===== src/rtl/svga_sync_decoder.sv =====
// -----------------------------------------------------------------------------
// svga_sync_decoder
// Receive-side timing decoder for a positive-polarity hsync/vsync pair in the
// pixel-clock domain. It measures line/frame timing, locks to the configured
// mode, recovers the active pixel position (x, y) with a data-enable, and
// pulses err when the incoming timing stops matching the configured mode.
//
// Ports
//   clk          in   pixel clock; hsync_in/vsync_in are synchronous to it
//   rst_n        in   asynchronous active-low reset
//   hsync_in     in   horizontal sync, active high
//   vsync_in     in   vertical sync, active high
//   de           out  active-pixel strobe, only while locked
//   x            out  active column, 0 when de=0
//   y            out  active line, 0 when de=0
//   locked       out  timing matches the parameters
//   frame_start  out  1-clock pulse when frame line 0 begins
//   err          out  1-clock pulse on a timing fault in CHECK or LOCKED
//   h_period     out  last measured line length (clocks)
//   v_period     out  last measured frame length (lines)
//   hs_width     out  last measured hsync width (clocks)
//   vs_width     out  last measured vsync width (hsync edges)
// -----------------------------------------------------------------------------
module svga_sync_decoder #(
  parameter int H_TOTAL     = 1056,
  parameter int V_TOTAL     = 628,
  parameter int H_START     = 216,
  parameter int V_START     = 27,
  parameter int H_ACTIVE    = 800,
  parameter int V_ACTIVE    = 600,
  parameter int LOCK_FRAMES = 2
) (
  input  logic        clk,
  input  logic        rst_n,
  input  logic        hsync_in,
  input  logic        vsync_in,
  output logic        de,
  output logic [10:0] x,
  output logic [9:0]  y,
  output logic        locked,
  output logic        frame_start,
  output logic        err,
  output logic [10:0] h_period,
  output logic [9:0]  v_period,
  output logic [7:0]  hs_width,
  output logic [3:0]  vs_width
);

  localparam logic [10:0] L_H_TOTAL = 11'(H_TOTAL);
  localparam logic [9:0]  L_V_TOTAL = 10'(V_TOTAL);
  localparam logic [10:0] L_H_START = 11'(H_START);
  localparam logic [10:0] L_H_END   = 11'(H_START + H_ACTIVE);
  localparam logic [9:0]  L_V_START = 10'(V_START);
  localparam logic [9:0]  L_V_END   = 10'(V_START + V_ACTIVE);
  localparam logic [3:0]  L_LOCK    = 4'(LOCK_FRAMES);

  typedef enum logic [1:0] {
    ST_SEARCH = 2'd0,
    ST_CHECK  = 2'd1,
    ST_LOCKED = 2'd2
  } state_t;

  state_t      r_state;
  state_t      w_state_nxt;
  logic [3:0]  r_good_cnt;
  logic [3:0]  w_good_nxt;
  logic        w_err_nxt;

  logic        r_hs_q, r_hs_d, r_vs_q, r_vs_d;
  logic [10:0] r_hcnt;
  logic [9:0]  r_vcnt;
  logic        r_h_valid;
  logic        r_v_arm;
  logic        r_line_bad;
  logic [7:0]  r_hs_cnt;
  logic [3:0]  r_vs_cnt;

  logic        r_de;
  logic [10:0] r_x;
  logic [9:0]  r_y;
  logic        r_locked;
  logic        r_frame_start;
  logic        r_err;
  logic [10:0] r_h_period;
  logic [9:0]  r_v_period;
  logic [7:0]  r_hs_width;
  logic [3:0]  r_vs_width;

  logic        w_hrise, w_vrise, w_hs_fall, w_vs_fall;
  logic        w_timeout;
  logic [10:0] w_h_meas;
  logic [9:0]  w_v_meas;
  logic        w_h_update;
  logic        w_line_mis;
  logic        w_vbound;
  logic        w_v_bad;
  logic        w_frame_bad;
  logic        w_de_nxt;

  assign w_hrise    = r_hs_q & ~r_hs_d;
  assign w_vrise    = r_vs_q & ~r_vs_d;
  assign w_hs_fall  = ~r_hs_q & r_hs_d;
  assign w_vs_fall  = ~r_vs_q & r_vs_d;
  // Fires only on the step into saturation, so a long stall reports once.
  assign w_timeout  = ~w_hrise & (r_hcnt == 11'd2046);
  assign w_h_meas   = r_hcnt + 11'd1;
  assign w_v_meas   = r_vcnt + 10'd1;
  // The first hrise after reset/timeout closes a partial line: not measured.
  assign w_h_update = w_hrise & r_h_valid;
  assign w_line_mis = w_h_update & (w_h_meas != L_H_TOTAL);
  // A vrise coincident with hrise makes that same hrise the frame boundary.
  assign w_vbound   = w_hrise & (r_v_arm | w_vrise);
  assign w_v_bad    = w_v_meas != L_V_TOTAL;
  // The line closed by the boundary hrise still belongs to the ending frame.
  assign w_frame_bad = r_line_bad | w_line_mis | w_v_bad;

  assign w_de_nxt = (r_state == ST_LOCKED) &
                    (r_hcnt >= L_H_START) & (r_hcnt < L_H_END) &
                    (r_vcnt >= L_V_START) & (r_vcnt < L_V_END);

  assign de          = r_de;
  assign x           = r_x;
  assign y           = r_y;
  assign locked      = r_locked;
  assign frame_start = r_frame_start;
  assign err         = r_err;
  assign h_period    = r_h_period;
  assign v_period    = r_v_period;
  assign hs_width    = r_hs_width;
  assign vs_width    = r_vs_width;

  // Lock FSM next-state, good-frame counter and error pulse decode.
  always_comb begin
    w_state_nxt = r_state;
    w_good_nxt  = r_good_cnt;
    w_err_nxt   = 1'b0;
    if (w_timeout) begin
      w_state_nxt = ST_SEARCH;
      w_good_nxt  = 4'd0;
      w_err_nxt   = (r_state != ST_SEARCH);
    end else begin
      case (r_state)
        ST_SEARCH: begin
          if (w_vbound) begin
            w_state_nxt = ST_CHECK;
            w_good_nxt  = 4'd0;
          end else begin
            w_state_nxt = ST_SEARCH;
          end
        end
        ST_CHECK: begin
          if (w_vbound) begin
            if (w_frame_bad) begin
              w_err_nxt  = 1'b1;
              w_good_nxt = 4'd0;
            end else if ((r_good_cnt + 4'd1) >= L_LOCK) begin
              w_state_nxt = ST_LOCKED;
              w_good_nxt  = r_good_cnt + 4'd1;
            end else begin
              w_good_nxt = r_good_cnt + 4'd1;
            end
          end else begin
            w_state_nxt = ST_CHECK;
          end
        end
        ST_LOCKED: begin
          if (w_line_mis | (w_vbound & w_v_bad)) begin
            w_err_nxt   = 1'b1;
            w_state_nxt = ST_SEARCH;
            w_good_nxt  = 4'd0;
          end else begin
            w_state_nxt = ST_LOCKED;
          end
        end
        default: begin
          w_state_nxt = ST_SEARCH;
          w_good_nxt  = 4'd0;
        end
      endcase
    end
  end

  // FSM state, error pulse and locked flag registers.
  always_ff @(posedge clk or negedge rst_n) begin
    if (!rst_n) begin
      r_state    <= ST_SEARCH;
      r_good_cnt <= 4'd0;
      r_err      <= 1'b0;
      r_locked   <= 1'b0;
    end else begin
      r_state    <= w_state_nxt;
      r_good_cnt <= w_good_nxt;
      r_err      <= w_err_nxt;
      r_locked   <= (r_state == ST_LOCKED);
    end
  end

  // Input capture and one-clock delay for edge detection.
  always_ff @(posedge clk or negedge rst_n) begin
    if (!rst_n) begin
      r_hs_q <= 1'b0;
      r_hs_d <= 1'b0;
      r_vs_q <= 1'b0;
      r_vs_d <= 1'b0;
    end else begin
      r_hs_q <= hsync_in;
      r_hs_d <= r_hs_q;
      r_vs_q <= vsync_in;
      r_vs_d <= r_vs_q;
    end
  end

  // Horizontal counter, line-period measurement and line-fault tracking.
  always_ff @(posedge clk or negedge rst_n) begin
    if (!rst_n) begin
      r_hcnt     <= 11'd0;
      r_h_valid  <= 1'b0;
      r_h_period <= 11'd0;
      r_line_bad <= 1'b0;
    end else begin
      if (w_hrise) begin
        r_hcnt <= 11'd0;
      end else if (r_hcnt != 11'd2047) begin
        r_hcnt <= r_hcnt + 11'd1;
      end
      if (w_timeout) begin
        r_h_valid <= 1'b0;
      end else if (w_hrise) begin
        r_h_valid <= 1'b1;
      end
      if (w_h_update) begin
        r_h_period <= w_h_meas;
      end
      if (w_vbound) begin
        r_line_bad <= 1'b0;
      end else if (w_line_mis) begin
        r_line_bad <= 1'b1;
      end
    end
  end

  // Vertical counter, frame boundary detection and frame-period measurement.
  always_ff @(posedge clk or negedge rst_n) begin
    if (!rst_n) begin
      r_vcnt        <= 10'd0;
      r_v_arm       <= 1'b0;
      r_v_period    <= 10'd0;
      r_frame_start <= 1'b0;
    end else begin
      r_frame_start <= w_vbound;
      if (w_vbound) begin
        r_vcnt     <= 10'd0;
        r_v_period <= w_v_meas;
        r_v_arm    <= 1'b0;
      end else begin
        if (w_hrise && (r_vcnt != 10'd1023)) begin
          r_vcnt <= r_vcnt + 10'd1;
        end
        if (w_vrise) begin
          r_v_arm <= 1'b1;
        end
      end
    end
  end

  // Sync pulse width measurement, latched on each falling edge.
  always_ff @(posedge clk or negedge rst_n) begin
    if (!rst_n) begin
      r_hs_cnt   <= 8'd0;
      r_vs_cnt   <= 4'd0;
      r_hs_width <= 8'd0;
      r_vs_width <= 4'd0;
    end else begin
      if (r_hs_q) begin
        if (r_hs_cnt != 8'd255) begin
          r_hs_cnt <= r_hs_cnt + 8'd1;
        end
      end else begin
        r_hs_cnt <= 8'd0;
      end
      if (w_hs_fall) begin
        r_hs_width <= r_hs_cnt;
      end
      if (r_vs_q) begin
        if (w_hrise && (r_vs_cnt != 4'd15)) begin
          r_vs_cnt <= r_vs_cnt + 4'd1;
        end
      end else begin
        r_vs_cnt <= 4'd0;
      end
      if (w_vs_fall) begin
        r_vs_width <= r_vs_cnt;
      end
    end
  end

  // Registered data-enable and active pixel coordinates.
  always_ff @(posedge clk or negedge rst_n) begin
    if (!rst_n) begin
      r_de <= 1'b0;
      r_x  <= 11'd0;
      r_y  <= 10'd0;
    end else begin
      r_de <= w_de_nxt;
      r_x  <= w_de_nxt ? (r_hcnt - L_H_START) : 11'd0;
      r_y  <= w_de_nxt ? (r_vcnt - L_V_START) : 10'd0;
    end
  end

endmodule


===== config.mk =====
export PLATFORM = sky130hd
export DESIGN_NAME = svga_sync_decoder
export DESIGN_NICKNAME = d
export VERILOG_FILES = /design/src/rtl/svga_sync_decoder.sv
export SDC_FILE = /design/constraint.sdc
export NUM_CORES = 1
export LEC_CHECK = 0
export BUFFER_PORTS_ARGS = -buffer_cell sky130_fd_sc_hd__buf_2
export CORE_MARGIN = 1
export CORE_UTILIZATION = 58
export CTS_CLUSTER_DIAMETER = 80
export DETAILED_ROUTE_END_ITERATION = 6
export GPL_ROUTABILITY_DRIVEN = 0
export GPL_TIMING_DRIVEN = 0
export PLACE_DENSITY = 0.8
export REMOVE_ABC_BUFFERS = 1
export SETUP_SLACK_MARGIN = 0.02
export SLEW_MARGIN = 30
export SYNTH_ARGS = -nofsm -noshare
export SYNTH_HDL_FRONTEND = slang
export SYNTH_SLANG_ARGS = --single-unit
export TNS_END_PERCENT = 50

===== constraint.sdc =====
create_clock -name clk -period 4 [get_ports clk]
set_input_delay 0.8 -clock clk [delete_from_list [all_inputs] [get_ports clk]]
set_output_delay 0.8 -clock clk [all_outputs]
set_load 0.01 [all_outputs]

==> metrics.yaml <==
status:
  status: "complete, no violations"
global_routing:
  grt_start_max_net_pins: 63
  first_global_vias: 3679
  gr-usage-all-layers_pct: 24.64
  grt_pass1_wl_microns: 16860
  overflow: 0
  antenna_violations_before_repair: 0
power_and_ir_drop:
  internal-power_uw: 1634
  power.share.switching_pct: 28.98
  power_density_over_the_cells_nw_per_um2: 416.3
  p_clk_share_pct: 32.5
  seq_power_share_pct: 52.6
  power.static_leakage_uw: 0.002738
  share_comb_of_total_power_pct: 14.9
  vdd_drop_max_mv: 0.2032
  total_switching_power_uw: 666.9
logic_synthesis:
  per_instance_average_area_after_synthesis_sq_um: 10.09
  synth_async_sr_flop_share_pct: 100.0
  synth-edff-count: 0
  synth_sequential_area_ratio_pct: 52.41
  netlist_instances: 492
  postSynthRegisterBits: 104
  yosys_most_used_dff: "sky130_fd_sc_hd__dfrtp_1"
  post_synth_num_cell_types: 59
  syn_area_sq_um: 4966
  synth_warnings: 0
die:
  die-height_microns: 94.53
  core-area_sq_um: 8258
  num_io_pins: 62
  floorplan.die_area_sq_um: 8936
  die_width_microns: 94.53
  floorplan.rows: 33
  initial_cell_density_of_the_core_pct: 60.14
critical_path:
  crit_path_category: "flop to flop"
  worst_ep_required_time_ns: 4.29
  timing.critical_path.slowest_cell_delay_ns: 0.63
  crit_slowest_cell: "sky130_fd_sc_hd__dfrtp_1"
  timing.critical_path.buf_inv: 0
  path_delay_family: "simple AND/OR/NAND/NOR gates"
  setup.worst_path.start_class: "flop"
  crit_arrival_ns: 3.68
  crit_chain: "nand3_1 > nor3_1 > mux2_1 > or4b_4 > or3_1 > or4_1 > o311ai_1"
  cp-end-kind: "flop"
  critical_path.max_fanout: 13
timing:
  min_period_over_period_pct: 84.62
  setup_violations: 0
  finalSetupTns_ns: 0
  relative_slew_margins_pct: 50.16
  unrepaired_setup_endpoints_after_global_routing: "no"
  worst_slew_pin_tran_ns: 0.7442
  hold_viol: 0
  layout_min_cycle_time_ns: 3.385
  max_freq_mhz: 295.5
  timing_max_transition_violations_final: 0
  final.setup_skew_ns: 0.006726
  finalHoldWorstSlack_ns: 0.3054
placed_design:
  dp.final_hpwl_microns: 7038
  port_buffers: 61
cts:
  cts_made_buffers: 9
  cts-root-to-sink-buffers: 2
  clock_sinks: 104
  postCtsSetupRepairBufs: 0
  worst_skew_pair_latency_ns: 0.38
  cts_repair_resize_count: 0
  htreeDepth: 3
  ctsHoldBuffers: 0
  cts.reportedPaths.clkPinSlew_ns: 0.10
  tritoncts: "yes"
  cts-root-buf: "sky130_fd_sc_hd__clkbuf_8"
routing:
  ant_nets: 0
  overall_via_count_from_detail_route: 3723
  drt-vias-per-instance: 5.763
  first_iter_violations: 240
  wl_microns: 9981
  avgRoutedWirePerCell_microns: 15.45
  drcViolationCount: 0
  length_of_the_first_detailed_routing_pass_in_iterations: 4
finish:
  layout-drive-gt1-share_pct: 18.85
  antenna_cells: 0
  net_count_of_the_finished_layout: 555
  regArea_sq_um: 2603
  fill_cells: 671
  multi_input_area_sq_um: 2161
  synthToLayoutAreaGrowth_pct: 11.31
flow_run:
  max_cap_violations: 0
hold_path:
  hold_class: "primary input to asynchronous set/reset pin"
## cells in the final DEF (no fill, tap or decap), drive strengths merged, types with 2 or more instances in the layout
cell type	count
a211oi	2
a21o	2
a21oi	22
a31oi	6
and2	5
and3	9
and4	4
buf	63
bufinv	2
clkbuf	10
dfrtp	104
ha	15
inv	16
mux2	15
mux2i	2
nand2	49
nand2b	4
nand3	16
nand3b	2
nand4	10
nor2	57
nor2b	4
nor3	13
nor3b	5
nor4	2
o21a	3
o21ai	28
o31ai	6
or2	2
or3	3
or4	4
or4b	2
xnor2	13
xor2	26
## cells in the mapped netlist (9+ instances only)
library cell                 n  share of area, %
sky130_fd_sc_hd__mux2_2     13               2.9
sky130_fd_sc_hd__clkbuf_1   19               1.4
sky130_fd_sc_hd__nand2_1    48               3.6
sky130_fd_sc_hd__nor3_1     13               1.3
sky130_fd_sc_hd__nor2_1     57               4.3
sky130_fd_sc_hd__o21ai_0    28               2.8
sky130_fd_sc_hd__ha_1       15               3.8
sky130_fd_sc_hd__nand3_1    16               1.6
sky130_fd_sc_hd__dfrtp_1   104                52
sky130_fd_sc_hd__a21oi_1    22               2.2
sky130_fd_sc_hd__xor2_1     26               4.6
sky130_fd_sc_hd__xnor2_1    13               2.3
sky130_fd_sc_hd__nand4_1     9               1.1
sky130_fd_sc_hd__inv_1      12              0.91
## flip-flops by register name, indices dropped and copies added (netlist names), 2 cells and up
signal and count:
h_period 11, hs_width 8, r_good_cnt 4, r_hcnt 11
r_hs_cnt 8, r_state 2, r_vcnt 10, r_vs_cnt 4
v_period 10, vs_width 4, x 11, y 10
## final cells by class
class | count | share of cell area, %
clock buffers | 10 | 2.490
clock inverters | 6 | 1.630
inverters | 14 | 0.9959
multi-input cells | 344 | 39.09
flip-flops and latches | 104 | 47.08
well taps | 105 | 2.377
repair buffers | 63 | 6.338
## worst paths after layout
check                       startpoint     endpoint  depth (start not counted)  slack (ns)
min in group clk           hs_width[1]  hs_width[1]                          2        0.48
hold reg to reg            hs_width[1]  hs_width[1]                          2        0.48
setup / recovery             r_vcnt[2]   r_state[1]                          7        0.62
setup reg to reg             r_vcnt[2]   r_state[1]                          7        0.62
hold / removal                   rst_n  h_period[7]                          1        0.31
max in group asynchronous        rst_n  hs_width[0]                          2        3.06
## metrics by stage
step	power (uW)	cells	utilization, %	cell area, sq um	setup slack (ns)
2_1_floorplan	1427	462	-	4816	1.039
3_3_place_gp	1544	628	63.61	5253	0.4541
3_5_place_dp	1573	630	64.18	5300	0.6924
4_1_cts	2314	646	66.94	5528	0.6602
5_1_grt	2401	646	66.94	5528	0.4727
6_report	2301	646	66.94	5528	0.6154
## cells by family (layout without fill, tap and decap cells)
| logic type | count (synthesis) | after routing | share of synthesized area (%) |
|---|---|---|---|
| buffers and inverters | 44 | 93 | 4.132 |
| muxes | 17 | 17 | 3.804 |
| AOI/OAI and AO/OA | 80 | 80 | 9.701 |
| DFF | 104 | 104 | 52.41 |
| adders and majority gates | 15 | 15 | 3.779 |
| and+or+nand+nor | 193 | 193 | 19.30 |
| xor gates and xnor gates | 39 | 39 | 6.878 |
## power groups by stage
stage / logic [uW] / clock network, uW / registers (uW)
after floorplan: 192 / 0 / 1230
after global placement: 320 / 0 / 1220
after detailed placement: 344 / 0 / 1230
after CTS: 345 / 760 / 1210
after global routing: 383 / 795 / 1220
final: 342 / 748 / 1210
## routing by layer
metal / routed length [microns] / track usage, % / up-vias
met2: 4993 / 40.46 / 105
met1: 4360 / 31.64 / 1813
met3: 386 / 4.348 / 25
li1: - / - / 1780
met4: 240 / 12.12 / 0
met5: 0 / 0 / -
Power figures use the tool's default switching activity.
